File: src/rtl/anfl_tex_texel_unpacker.sv
// Streaming texel unpacker: takes one packed texture memory word and emits
// its selected texels as RGBA8888, up to LANES texels per output beat.
//
// Ports:
//   clk, rst      clock, asynchronous active-high reset
//   in_valid      input word valid
//   in_ready      unpacker accepts a word this cycle
//   in_data       packed texel word, texel 0 in the LSBs
//   in_format     format code: [1:0] class, [4:2] subtype
//   in_first      index of the first texel to emit
//   in_count      number of texels to emit (0 legal)
//   out_valid     output beat valid
//   out_ready     downstream accepts the beat
//   out_rgba      lane k in [32k+31:32k], {A,B,G,R}
//   out_lane_en   per-lane valid mask, packed from lane 0
//   out_last      final beat of the current word
//   out_err       unsupported format or clamped range (held for the word)
module anfl_tex_texel_unpacker #(
  parameter int unsigned DATA_W = 128,
  parameter int unsigned LANES  = 1,
  parameter int unsigned IDX_W  = 3
) (
  input  logic                clk,
  input  logic                rst,
  input  logic                in_valid,
  output logic                in_ready,
  input  logic [DATA_W-1:0]   in_data,
  input  logic [4:0]          in_format,
  input  logic [IDX_W-1:0]    in_first,
  input  logic [IDX_W-1:0]    in_count,
  output logic                out_valid,
  input  logic                out_ready,
  output logic [32*LANES-1:0] out_rgba,
  output logic [LANES-1:0]    out_lane_en,
  output logic                out_last,
  output logic                out_err
);

  localparam int unsigned CNT_W = IDX_W + 1;
  localparam int unsigned OUT_W = 32 * LANES;
  localparam logic [CNT_W-1:0] LANES_C = CNT_W'(LANES);

  typedef enum logic [3:0] {
    K_RGB24, K_RGBA32, K_RGB565, K_RGBA4444,
    K_RGB555, K_RGBA1555, K_R8, K_R16, K_BAD
  } kind_e;

  typedef enum logic {IDLE, EMIT} state_e;

  // Format code to internal texel kind; tiled variants share the linear decode.
  function automatic kind_e fmt_kind(input logic [4:0] f);
    case (f)
      5'b00000, 5'b00011: fmt_kind = K_RGB24;
      5'b00100, 5'b00111: fmt_kind = K_RGBA32;
      5'b00001, 5'b01011: fmt_kind = K_RGB565;
      5'b00101, 5'b01111: fmt_kind = K_RGBA4444;
      5'b01001:           fmt_kind = K_RGB555;
      5'b01101:           fmt_kind = K_RGBA1555;
      5'b10011:           fmt_kind = K_R8;
      5'b10111:           fmt_kind = K_R16;
      default:            fmt_kind = K_BAD;
    endcase
  endfunction

  function automatic int unsigned kind_bpp(input kind_e k);
    case (k)
      K_RGB24:  kind_bpp = 24;
      K_RGBA32: kind_bpp = 32;
      K_R8:     kind_bpp = 8;
      K_BAD:    kind_bpp = 32;
      default:  kind_bpp = 16;
    endcase
  endfunction

  // Texels that fit in one word; zero for unsupported formats so any
  // first index lands out of range.
  function automatic logic [CNT_W-1:0] kind_cap(input kind_e k);
    if (k == K_BAD) kind_cap = '0;
    else            kind_cap = CNT_W'(DATA_W / kind_bpp(k));
  endfunction

  function automatic logic [31:0] texel_field(input logic [DATA_W-1:0] w,
                                              input kind_e k,
                                              input logic [CNT_W-1:0] t);
    texel_field = 32'(w >> (32'(t) * kind_bpp(k)));
  endfunction

  // Expand one texel field to {A,B,G,R}; narrow channels replicate their MSBs.
  function automatic logic [31:0] decode(input kind_e k, input logic [31:0] v);
    logic [7:0] r, g, b, a;
    r = '0; g = '0; b = '0; a = 8'hFF;
    case (k)
      K_RGB24:    begin r = v[7:0]; g = v[15:8]; b = v[23:16]; end
      K_RGBA32:   begin r = v[7:0]; g = v[15:8]; b = v[23:16]; a = v[31:24]; end
      K_RGB565:   begin
        r = {v[4:0], v[4:2]}; g = {v[10:5], v[10:9]}; b = {v[15:11], v[15:13]};
      end
      K_RGBA4444: begin
        r = {v[3:0], v[3:0]}; g = {v[7:4], v[7:4]};
        b = {v[11:8], v[11:8]}; a = {v[15:12], v[15:12]};
      end
      K_RGB555:   begin
        r = {v[4:0], v[4:2]}; g = {v[9:5], v[9:7]}; b = {v[14:10], v[14:12]};
      end
      K_RGBA1555: begin
        r = {v[4:0], v[4:2]}; g = {v[9:5], v[9:7]}; b = {v[14:10], v[14:12]};
        a = {8{v[15]}};
      end
      K_R8:       r = v[7:0];
      K_R16:      r = v[15:8];
      default:    a = '0;
    endcase
    decode = {a, b, g, r};
  endfunction

  state_e              state_q, state_d;
  logic [DATA_W-1:0]   word_q, word_d;
  kind_e               kind_q, kind_d;
  logic [IDX_W-1:0]    idx_q, idx_d;
  logic [IDX_W-1:0]    rem_q, rem_d;
  logic                err_q, err_d;
  logic                out_valid_q, out_valid_d;
  logic [OUT_W-1:0]    out_rgba_q, out_rgba_d;
  logic [LANES-1:0]    out_lane_en_q, out_lane_en_d;
  logic                out_last_q, out_last_d;
  logic                out_err_q, out_err_d;

  kind_e               kind_c;
  logic [CNT_W-1:0]    cap_c, first_c, sum_c, eff_c;
  logic                bad_c, clamp_c;
  logic                last_c, fire_c, accept_c;
  logic                load_c, clear_c;
  logic [OUT_W-1:0]    beat_rgba_c;
  logic [LANES-1:0]    beat_en_c;
  logic [CNT_W-1:0]    tex_c;

  // The beat on the output is the last one once no more than LANES remain.
  assign last_c   = CNT_W'(rem_q) <= LANES_C;
  assign fire_c   = out_valid_q && out_ready;
  assign in_ready = (state_q == IDLE) || ((state_q == EMIT) && out_ready && last_c);
  assign accept_c = in_valid && in_ready;

  // Range check and count clamp for the word on the input port.
  always_comb begin
    kind_c  = fmt_kind(in_format);
    cap_c   = kind_cap(kind_c);
    first_c = {1'b0, in_first};
    sum_c   = first_c + {1'b0, in_count};
    bad_c   = (kind_c == K_BAD) || (first_c >= cap_c);
    clamp_c = sum_c > cap_c;
    eff_c   = clamp_c ? (cap_c - first_c) : {1'b0, in_count};
  end

  // Next-state: accept a word, advance a beat, or retire the word.
  always_comb begin
    state_d = state_q;
    word_d  = word_q;
    kind_d  = kind_q;
    idx_d   = idx_q;
    rem_d   = rem_q;
    err_d   = err_q;
    load_c  = 1'b0;
    clear_c = 1'b0;
    if (accept_c) begin
      word_d = in_data;
      kind_d = kind_c;
      err_d  = bad_c || clamp_c;
      if (bad_c) begin
        // Remaining of zero yields a single empty, last beat.
        idx_d   = '0;
        rem_d   = '0;
        load_c  = 1'b1;
        state_d = EMIT;
      end else if (eff_c == '0) begin
        clear_c = 1'b1;
        state_d = IDLE;
      end else begin
        idx_d   = in_first;
        rem_d   = IDX_W'(eff_c);
        load_c  = 1'b1;
        state_d = EMIT;
      end
    end else if (fire_c) begin
      if (last_c) begin
        clear_c = 1'b1;
        state_d = IDLE;
      end else begin
        idx_d  = IDX_W'(CNT_W'(idx_q) + LANES_C);
        rem_d  = rem_q - IDX_W'(LANES);
        load_c = 1'b1;
      end
    end
  end

  // Build the beat that follows from the next index/remaining values.
  always_comb begin
    beat_rgba_c = '0;
    beat_en_c   = '0;
    tex_c       = '0;
    for (int k = 0; k < LANES; k++) begin
      if (CNT_W'(k) < CNT_W'(rem_d)) begin
        tex_c                = CNT_W'(idx_d) + CNT_W'(k);
        beat_en_c[k]         = 1'b1;
        beat_rgba_c[32*k +: 32] = decode(kind_d, texel_field(word_d, kind_d, tex_c));
      end
    end
  end

  // Output registers load a new beat, clear when idle, else hold (stall).
  always_comb begin
    out_valid_d   = out_valid_q;
    out_rgba_d    = out_rgba_q;
    out_lane_en_d = out_lane_en_q;
    out_last_d    = out_last_q;
    out_err_d     = out_err_q;
    if (load_c) begin
      out_valid_d   = 1'b1;
      out_rgba_d    = beat_rgba_c;
      out_lane_en_d = beat_en_c;
      out_last_d    = CNT_W'(rem_d) <= LANES_C;
      out_err_d     = err_d;
    end else if (clear_c) begin
      out_valid_d   = 1'b0;
      out_rgba_d    = '0;
      out_lane_en_d = '0;
      out_last_d    = 1'b0;
      out_err_d     = 1'b0;
    end
  end

  always_ff @(posedge clk or posedge rst) begin
    if (rst) begin
      state_q       <= IDLE;
      word_q        <= '0;
      kind_q        <= K_BAD;
      idx_q         <= '0;
      rem_q         <= '0;
      err_q         <= 1'b0;
      out_valid_q   <= 1'b0;
      out_rgba_q    <= '0;
      out_lane_en_q <= '0;
      out_last_q    <= 1'b0;
      out_err_q     <= 1'b0;
    end else begin
      state_q       <= state_d;
      word_q        <= word_d;
      kind_q        <= kind_d;
      idx_q         <= idx_d;
      rem_q         <= rem_d;
      err_q         <= err_d;
      out_valid_q   <= out_valid_d;
      out_rgba_q    <= out_rgba_d;
      out_lane_en_q <= out_lane_en_d;
      out_last_q    <= out_last_d;
      out_err_q     <= out_err_d;
    end
  end

  assign out_valid   = out_valid_q;
  assign out_rgba    = out_rgba_q;
  assign out_lane_en = out_lane_en_q;
  assign out_last    = out_last_q;
  assign out_err     = out_err_q;

endmodule

File: config.mk
export PLATFORM = sky130hd
export DESIGN_NAME = anfl_tex_texel_unpacker
export DESIGN_NICKNAME = d
export VERILOG_FILES = /design/src/rtl/anfl_tex_texel_unpacker.sv
export SDC_FILE = /design/constraint.sdc
export NUM_CORES = 1
export LEC_CHECK = 0
export CORE_MARGIN = 2
export CORE_UTILIZATION = 30
export CTS_CLUSTER_SIZE = 10
export DETAILED_ROUTE_END_ITERATION = 10
export PLACE_DENSITY = 0.46
export SYNTH_ARGS = -nofsm -noshare
export SYNTH_HDL_FRONTEND = slang
export SYNTH_SLANG_ARGS = --single-unit
File: constraint.sdc
create_clock -name clk -period 11.05 [get_ports clk]
set_input_delay 2.21 -clock clk [delete_from_list [all_inputs] [get_ports clk]]
set_output_delay 2.21 -clock clk [all_outputs]
set_load 0.05 [all_outputs]
==> results by group <==
Timing
  • Final critical-path required period: 11380 ps
  • Slew margin rel.: 39.1%
  • RSZ-0062 raised after global routing: yes
  • Final worst-path cycle share: 103%
  • # setup viols final: 32
  • Final setup margin: -333 ps
  • Worst Skew: about 21 ps
  • Fmax: slightly below 90 MHz
  • Max-slew violation count: 0
  • Setup TNS: -7630 ps
  • Final hold vios: 0
  • Slew @ Worst Pin: 910 ps

Placed design
  • Port Buffer Count: 179
  • Post-DP HPWL: 53500 um
  • Area post-placement: 19000 um^2
  • RD Place Congestion: roughly 1

Worst setup path
  • Reg-to-reg critical path startpoint: rem_q[2]$_DFF_PP0_
  • Kind of critical path: primary input to flop
  • Crit start category: primary input
  • Crit-path max FO: 13
  • Arr. time, crit path: 11790 ps
  • Crit. End Element: flop
  • CP max stage cell: mux4_2
  • Worst path required time: 11460 ps
  • Worst setup path start: in_format[0]
  • Worst Reg-to-Reg Cells: 21
  • Reg2reg setup slack: 4890 ps
  • CP peak stage delay: 600 ps

Global route
  • Grt total ovfl: 0
  • First-pass GRT wire length: approximately 100000 um
  • Initial antenna violation count: 0
  • Vias in the first global route: approximately 15k
  • Pin count of the biggest net entering global routing: roughly 120
  • GR Util All Layers: 28.4%

Routing
  • Final ANT Viol Nets: 0
  • DRC violations left: 0
  • DRT Pass-1 Iters: 5
  • Routed WL per cell: about 25 um
  • Routed vias: ~15k
  • Via density: 5.65
  • Iteration-0 DRC Markers: 1592
  • Final wirelength: 68700 um

Floorplan
  • Row Count: a little under 80
  • Initial Util: 30.3%
  • Chip width: 221 um
  • IO Pins: between 150 and 200
  • Die ar.: 48700 um^2
  • Die H: 221 um
  • Core ar.: 46500 um^2

Yosys
  • Netlist Area Pre-Place: 14100 um^2
  • Number of synthesized flops with an enable pin: 0
  • Mapped Cells: 1625
  • Top FF cell, synth: dfrtp_1
  • Asr flop ratio synth: 100%
  • Syn. warnings: 0
  • Synth Area per Inst: 8.66 um^2
  • Synth Net Count: 1800
  • Synth unique cells: 109
  • #FFs+latches synth: 176
  • Register area share after synthesis: 31.3%

Final layout
  • Ratio of cells with drive above 1 in the final layout: 33.3%
  • Fin nets: roughly 2.3k
  • Final Instance Area: roughly 21000 um^2
  • Finished Core Util: 45.1%
  • Area Growth Syn to Fin: 49.0%
  • Ant. Diodes: 0

Clock network
  • H-tree depth: 4
  • TritonCTS Buffers: 17
  • Clock sink count: about 180
  • Clock transition at path regs: 80 ps
  • Clock Latency Late Sink: around 500 ps
  • Root Driver: clkbuf_16
  • CTS max path bufs: 2
  • CTS tree: done

Worst hold path
  • HP Class: flop to flop
  • Hold_sp: word_q[61]$_DFF_PP0_
  • Hold Path Stages: 2

Run status
  • Failing checks: negative setup slack
  • Status: complete, but fails checks

Run
  • MaxCap Viol Count: 0
repair_timing:
action / CTS / global route
setup buffers: 28 / 22
setup endpoints to repair: 32 / 32
gates resized for setup: 149 / 84
cloned: 2 / 1
pin swaps: 59 / 60
hold buffers: 0 / 0
metrics by stage:
stage	hold slack [ps]	cells	worst slack (ps)
final	482	2714	-333
after global routing	512	2714	-721
after CTS	482	2691	-273
after detailed placement	463	2633	-1690
after global placement	457	2633	-1840
after floorplan	439	1625	-713
flip-flops by register name, indices dropped and copies added, names as in the netlist:
signal       cells
err_q            1
idx_q            3
kind_q           4
out_err          1
out_lane_en      1
out_last         1
out_rgba        32
out_valid        1
rem_q            3
state_q          1
word_q         128
cells in the mapped netlist (25+ instances only):
cell type / number / area, um^2
a21oi_1: 92 / 460
dfrtp_1: 175 / 4380
o211ai_1: 30 / 225
nand3_1: 28 / 140
mux2i_1: 116 / 1160
ha_1: 28 / 350
a31oi_1: 25 / 156
nor3_1: 34 / 170
mux4_2: 27 / 608
o21ai_0: 65 / 325
inv_1: 116 / 435
clkbuf_1: 68 / 255
nand2_1: 243 / 912
nor2_1: 110 / 413
routing by layer:
layer	share of wire, %	wire length [um]	vias to the layer above	track usage [%]
li1	-	-	6939	-
met1	43	29700	7687	37.6
met2	48	32700	616	47.0
met3	6.0	4110	96	4.18
met4	3.3	2260	0	10.4
met5	0	0	-	0
path summary, 6_finish.rpt:
kind,end
worst max-delay path,out_rgba[11]$_DFFE_PP0P_
worst min-delay path,word_q[61]$_DFF_PP0_
worst max register to register,out_rgba[3]$_DFFE_PP0P_
worst min register to register,word_q[61]$_DFF_PP0_
max in group asynchronous,out_rgba[22]$_DFFE_PP0P_
min in group asynchronous,word_q[25]$_DFF_PP0_
logic make-up (layout without fill, tap and decap cells):
family / Yosys count / in the layout / share of synthesized area [%]
simple gates: 507 / 509 / 16.4
fa+ha+maj: 34 / 34 / 3.20
xor+xnor: 10 / 10 / 0.809
mux: 167 / 167 / 14.6
other cells: 1 / 1 / 0.0266
flops: 176 / 176 / 31.3
buf+inv: 236 / 716 / 7.80
compound gates: 494 / 494 / 25.9
cell usage in the layout (no fill, tap or decap), types with 23 or more instances in the layout:
| master | Yosys | layout |
|---|---|---|
| buf_4 | 17 | 337 |
| nand2_1 | 243 | 229 |
| dfrtp_1 | 175 | 175 |
| clkdlybuf4s50_1 | 0 | 174 |
| mux2i_1 | 116 | 110 |
| inv_1 | 116 | 107 |
| nor2_1 | 110 | 88 |
| a21oi_1 | 92 | 78 |
| o21ai_0 | 65 | 47 |
| buf_6 | 12 | 35 |
| o211ai_1 | 30 | 30 |
| mux4_2 | 27 | 27 |
| nor3_1 | 34 | 25 |
| nand3_1 | 28 | 24 |
| a31oi_1 | 25 | 23 |
layout make-up:
| cell class | instances | area (um^2) |
|---|---|---|
| Multi-Input combinational cell | 1215 | 9730 |
| Clock inverter | 14 | 149 |
| Clock buffer | 18 | 439 |
| Inverter | 118 | 463 |
| Tap cell | 607 | 759 |
| Sequential cell | 176 | 4410 |
| Fill cell | 4624 | 25500 |
| Timing Repair Buffer | 566 | 5020 |
critical path: cells and delay by family:
kind / cells / cell delay, ps
AND/OR/NAND/NOR: 13 / 1810
AO/OA/AOI/OAI: 19 / 3660
buffers and inverters: 11 / 1130
multiplexers: 1 / 600
XOR/XNOR: 1 / 170
adder cells (fa/ha/maj): 7 / 2190
Power is not shown: default switching activity piles up to over one toggle a cycle in this logic, so the estimate is an artifact.
